## config.mk

```make
export PLATFORM = sky130hd
export DESIGN_NAME = uart_cmd_parser
export DESIGN_NICKNAME = d
export VERILOG_FILES = /design/src/rtl/uart_cmd_parser.sv
export SDC_FILE = /design/constraint.sdc
export NUM_CORES = 1
export LEC_CHECK = 0
export ABC_CLOCK_PERIOD_IN_PS = 3300
export CELL_PAD_IN_SITES_DETAIL_PLACEMENT = 1
export CELL_PAD_IN_SITES_GLOBAL_PLACEMENT = 1
export CORE_MARGIN = 2
export CORE_UTILIZATION = 44
export CTS_CLUSTER_DIAMETER = 40
export DETAILED_ROUTE_END_ITERATION = 10
export PLACE_DENSITY_LB_ADDON = 0.1
export SYNTH_ARGS = -nofsm -noshare
export SYNTH_HDL_FRONTEND = slang
export SYNTH_SLANG_ARGS = --single-unit
```

## constraint.sdc

```tcl
create_clock -name FPGA_CLK -period 3.3 [get_ports FPGA_CLK]
set_clock_uncertainty 0.1 [all_clocks]
set_input_delay 0.66 -clock FPGA_CLK [delete_from_list [all_inputs] [get_ports FPGA_CLK]]
set_output_delay 0.66 -clock FPGA_CLK [all_outputs]
set_load 0.005 [all_outputs]
```

## src/rtl/uart_cmd_parser.sv

```systemverilog
// UART command-frame parser: SOF, CMD, DATH, DATL, SUM -> register strobes.
// Discards bad, errored or stalled frames and counts them.
module uart_cmd_parser #(
  parameter logic [7:0]  P_SOF = 8'hAA,
  parameter logic [15:0] P_TMO = 16'd50000
) (
  input  logic        FPGA_CLK,
  input  logic        FPGA_RST_N,
  input  logic        IRX_DVLD,
  input  logic        IRX_ERR,
  input  logic [7:0]  IRX_DT,
  output logic        OWR_EN,
  output logic        ORD_EN,
  output logic [6:0]  OADDR,
  output logic [15:0] OWDATA,
  output logic        OBUSY,
  output logic        OFRM_ERR,
  output logic [7:0]  OERR_CNT
);

  typedef enum logic [2:0] {
    ST_IDLE,
    ST_CMD,
    ST_DATH,
    ST_DATL,
    ST_SUM
  } state_t;

  logic [1:0]  rst_sync_q;
  logic        rst_n;

  state_t      state_q, state_d;
  logic [7:0]  cmd_q, cmd_d;
  logic [7:0]  dath_q, dath_d;
  logic [7:0]  datl_q, datl_d;
  logic [15:0] tmo_q, tmo_d;

  logic        wr_q, rd_q, ferr_q;
  logic [6:0]  addr_q;
  logic [15:0] wdata_q;
  logic [7:0]  errcnt_q;

  logic        good;
  logic        bad;
  logic        tmo_hit;
  logic        accept;
  logic        discard;
  logic [7:0]  sum;

  // Reset asserts immediately, releases two clock edges later.
  always_ff @(posedge FPGA_CLK or negedge FPGA_RST_N) begin
    if (!FPGA_RST_N) rst_sync_q <= 2'b00;
    else             rst_sync_q <= {rst_sync_q[0], 1'b1};
  end

  assign rst_n = rst_sync_q[1];

  assign good = IRX_DVLD & ~IRX_ERR;
  assign bad  = IRX_DVLD &  IRX_ERR;
  assign sum  = cmd_q ^ dath_q ^ datl_q;

  // A byte in the same cycle beats the timeout.
  assign tmo_hit = (state_q != ST_IDLE) & ~IRX_DVLD &
                   (tmo_q == P_TMO - 16'd2);

  // Next-state, byte capture and accept/discard decisions.
  always_comb begin
    state_d = state_q;
    cmd_d   = cmd_q;
    dath_d  = dath_q;
    datl_d  = datl_q;
    accept  = 1'b0;
    discard = 1'b0;
    unique case (state_q)
      ST_IDLE: begin
        if (good && IRX_DT == P_SOF) state_d = ST_CMD;
      end
      ST_CMD: begin
        if (good) begin
          cmd_d   = IRX_DT;
          state_d = ST_DATH;
        end
      end
      ST_DATH: begin
        if (good) begin
          dath_d  = IRX_DT;
          state_d = ST_DATL;
        end
      end
      ST_DATL: begin
        if (good) begin
          datl_d  = IRX_DT;
          state_d = ST_SUM;
        end
      end
      ST_SUM: begin
        if (good) begin
          accept  = (IRX_DT == sum);
          discard = (IRX_DT != sum);
          state_d = ST_IDLE;
        end
      end
      default: state_d = ST_IDLE;
    endcase
    if (state_q != ST_IDLE && (bad || tmo_hit)) begin
      discard = 1'b1;
      state_d = ST_IDLE;
    end
  end

  // Inter-byte timer restarts on every byte and idles at zero.
  always_comb begin
    if (state_q == ST_IDLE || IRX_DVLD) tmo_d = 16'd0;
    else                                tmo_d = tmo_q + 16'd1;
  end

  // FSM, captured bytes and timer.
  always_ff @(posedge FPGA_CLK or negedge rst_n) begin
    if (!rst_n) begin
      state_q <= ST_IDLE;
      cmd_q   <= 8'd0;
      dath_q  <= 8'd0;
      datl_q  <= 8'd0;
      tmo_q   <= 16'd0;
    end else begin
      state_q <= state_d;
      cmd_q   <= cmd_d;
      dath_q  <= dath_d;
      datl_q  <= datl_d;
      tmo_q   <= tmo_d;
    end
  end

  // Registered strobes, held address/data and saturating error count.
  always_ff @(posedge FPGA_CLK or negedge rst_n) begin
    if (!rst_n) begin
      wr_q     <= 1'b0;
      rd_q     <= 1'b0;
      ferr_q   <= 1'b0;
      addr_q   <= 7'd0;
      wdata_q  <= 16'd0;
      errcnt_q <= 8'd0;
    end else begin
      wr_q   <= accept &  cmd_q[7];
      rd_q   <= accept & ~cmd_q[7];
      ferr_q <= discard;
      if (accept) begin
        addr_q  <= cmd_q[6:0];
        wdata_q <= {dath_q, datl_q};
      end
      if (discard && errcnt_q != 8'hFF) errcnt_q <= errcnt_q + 8'd1;
    end
  end

  assign OWR_EN   = wr_q;
  assign ORD_EN   = rd_q;
  assign OFRM_ERR = ferr_q;
  assign OADDR    = addr_q;
  assign OWDATA   = wdata_q;
  assign OERR_CNT = errcnt_q;
  assign OBUSY    = (state_q != ST_IDLE);

endmodule
```

==> flow_summary_export.csv <==
group,metric,value,unit
outcome,status,"finished, final reports clean",
global_routing,grt_pass1_vias,2446,
global_routing,grt_max_degree,40,
clocking,clockRootBuffer,"clkbuf_8",
yosys,synth_nets,302,
cells_and_area,fill_cells,845,
sta,whs,0.262,ns
floorplanning,num_rows,33,
yosys,syn_area_per_cell,12.6,sq um
cells_and_area,antenna_cells,0,
floorplanning,dieArea,0.00895,sq mm
cells_and_area,layout_commonest_cell,"dfrtp_1",
route,ant_nets,0,
worst_setup_path,start_kind,"input pin",
route,wl_per_cell,15.8,um
floorplanning,die_h,94.6,um
power_and_ir_drop,pwr-share-comb,0.164,
power_and_ir_drop,cellLeakagePower,0.00197,uW
sta,fmax,384,MHz
worst_setup_path,crit_required,3.43,ns
sta,finalHoldViolCount,0,
sta,tns,0,ns
power_and_ir_drop,swShare,0.267,
yosys,synth_ff_type,"dfrtp_1",
sta,max_slew_margin,0.417,
worst_setup_path,path_max_fanout,12,
placed_design,dp_worst_setup_slack,0.351,ns
power_and_ir_drop,fin_total_pwr,2300,uW
yosys,synth-seq-cells,79,
placed_design,io_buffer_count,46,
yosys,ys_seq_area_frac,0.547,
yosys,synth_edf_count,0,
floorplanning,core,0.00809,sq mm
route,drt-initial-drc-count,64,
cells_and_area,area_growth,22.1,%
sta,finalCriticalPeriod,2.60,ns
power_and_ir_drop,peakVddDrop,0.211,mV
route,routed_via_density,5.21,
power_and_ir_drop,powerDensity,521,mW/mm^2
clocking,cts_tree,"yes",
power_and_ir_drop,p_seq_frac,0.499,
power_and_ir_drop,power.clock.fraction,0.336,
worst_setup_path,end_kind,"flip-flop",
sta,grt_setup_unrepaired,"no",
yosys,yosys_warnings,0,
cells_and_area,final_nets,355,
clocking,clk_pin_slew,0.08,ns
worst_setup_path,path_class,"input pin to flip-flop",
cells_and_area,final_cell_mix,"dfrtp_1 (78), mux2_2 (51), clkdlybuf4s50_1 (46)",
sta,setup_viol,0,
clocking,cts.sinks,79,
cells_and_area,drive_gt1_frac,0.238,
clocking,clkLatencyLatePin,0.35,ns
yosys,syn-cell-area,0.00361,sq mm
clocking,clockBufferDepth,2,
sta,slew_viol_final,0,
sta,fin_ws,0.699,ns
placed_design,place_congestion,0.728,
flow_run,maxCapViolations,0,
clocking,cts_buffers,9,
power_and_ir_drop,p_int,1690,uW
global_routing,grt_pass1_wl,12100,um
sta,finalCritPeriodShare,0.788,
worst_setup_path,arrival,2.73,ns
sta,tightest_slew,0.875,ns
clocking,h-tree-depth,3,
route,dr.pass1.iters,4,
global_routing,antenna_found_initial,0,
clocking,cts_resized,0,
route,drt-total-wl,7100,um
placed_design,placed_area,0.00420,sq mm
floorplanning,start_util,0.446,
yosys,async_reset_ff_frac,1.00,
clocking,holdBufCountCts,0,
clocking,cts_setup_buffers,0,
route,drc_errors,0,
power_and_ir_drop,p_sw,613,uW
placed_design,place.detailed.hpwl,5010,um
floorplanning,dieWidth,94.6,um
yosys,synthCells,287,
cells_and_area,fin_area,0.00441,sq mm
global_routing,grt.total_usage,0.177,
yosys,ys_types,40,
min_path,hold_path_class,"flip-flop to flip-flop",
route,num_vias,2345,
global_routing,overflow,0,
floorplanning,num_io_pins,47,
flip-flops by register name, indices dropped and copies added, names as in the netlist, 2 cells and up:
signal and flops:
datl_q 8, OERR_CNT 8, cmd_q 8, OADDR 7, dath_q 8, state_q 3
tmo_q 16, OWDATA 16, rst_sync_q 2
routing by layer:
layer  vias to the layer above  share of wire  global-route usage
li1                       1108              -                   -
met1                      1187           0.48               0.257
met2                        37           0.47               0.263
met3                        13          0.029              0.0287
met4                         0          0.018              0.0797
met5                         -              0                   0
power by group through the flow:
stage | Clock (uW) | Combinational (uW) | Sequential (uW)
3_5_place_dp | 0 | 382 | 1170
2_1_floorplan | 0 | 275 | 1140
3_3_place_gp | 0 | 372 | 1170
4_1_cts | 801 | 385 | 1150
6_report | 773 | 378 | 1150
5_1_grt | 838 | 411 | 1170
critical path, stage by stage:
cell             delay [ns]
clkdlybuf4s50_1        0.50
xnor2_1                0.18
xnor2_1                0.24
nand4_1                0.33
nor3_4                 0.23
buf_4                  0.24
mux2_2                 0.35
Yosys cell counts (all sizes together) (2+ instances only):
library cell   n  area (sq um)
a21boi         3          22.5
a21oi          9          48.8
a31o           2          17.5
and3           6          37.5
buf            3          33.8
clkbuf         5          18.8
dfrtp         79          1980
ha             3          37.5
inv            4          15.0
mux2          54           608
nand2         14          52.6
nand2b         3          18.8
nand3          9          45.0
nand4          5          37.5
nor2          21          78.8
nor3           4          31.3
nor4b          3          32.5
nor4bb         2          20.0
o21ai          4          20.0
o21bai         2          26.3
or3            6          37.5
xnor2         23           201
xor2          12           105
through the flow:
| stage | utilization | instances |
|---|---|---|
| floorplan | - | 287 |
| global placement | 0.518 | 434 |
| detailed placement | 0.518 | 434 |
| CTS | 0.545 | 450 |
| global route | 0.545 | 450 |
| finish | 0.545 | 450 |
kinds of logic (layout without fill, tap and decap cells):
kind of cell / after synthesis / after routing / share of synthesized area
adder cells (fa/ha/maj): 3 / 3 / 0.0104
multiplexers: 54 / 54 / 0.168
buffers and inverters: 12 / 70 / 0.0187
other: 1 / 1 / 0.00104
AND/OR/NAND/NOR: 80 / 80 / 0.123
XOR/XNOR: 35 / 35 / 0.0849
AO/OA/AOI/OAI: 23 / 23 / 0.0464
flip-flops: 79 / 79 / 0.547
path summary, 6_finish.rpt:
kind                                from             to  slack (ns)  depth (start not counted)
min in group asynchronous  rst_sync_q[1]      OWDATA[0]        0.30                          0
min reg2reg                rst_sync_q[0]  rst_sync_q[1]        0.26                          0
min                        rst_sync_q[0]  rst_sync_q[1]        0.26                          0
max in group asynchronous  rst_sync_q[1]       cmd_q[7]        2.10                          1
max reg2reg                    tmo_q[11]    OERR_CNT[2]        0.96                          5
max                            IRX_DT[7]      OWDATA[1]        0.70                          7
layout make-up:
type | count | area, sq um | area share
clock inverters | 6 | 86.3 | 0.0196
inverters | 4 | 15.0 | 0.00341
clock buffers | 10 | 128 | 0.0289
flip-flops and latches | 79 | 1980 | 0.449
well taps | 105 | 131 | 0.0298
repair buffers | 50 | 503 | 0.114
multi-input cells | 196 | 1570 | 0.356
(Power assumes the default switching activity.)
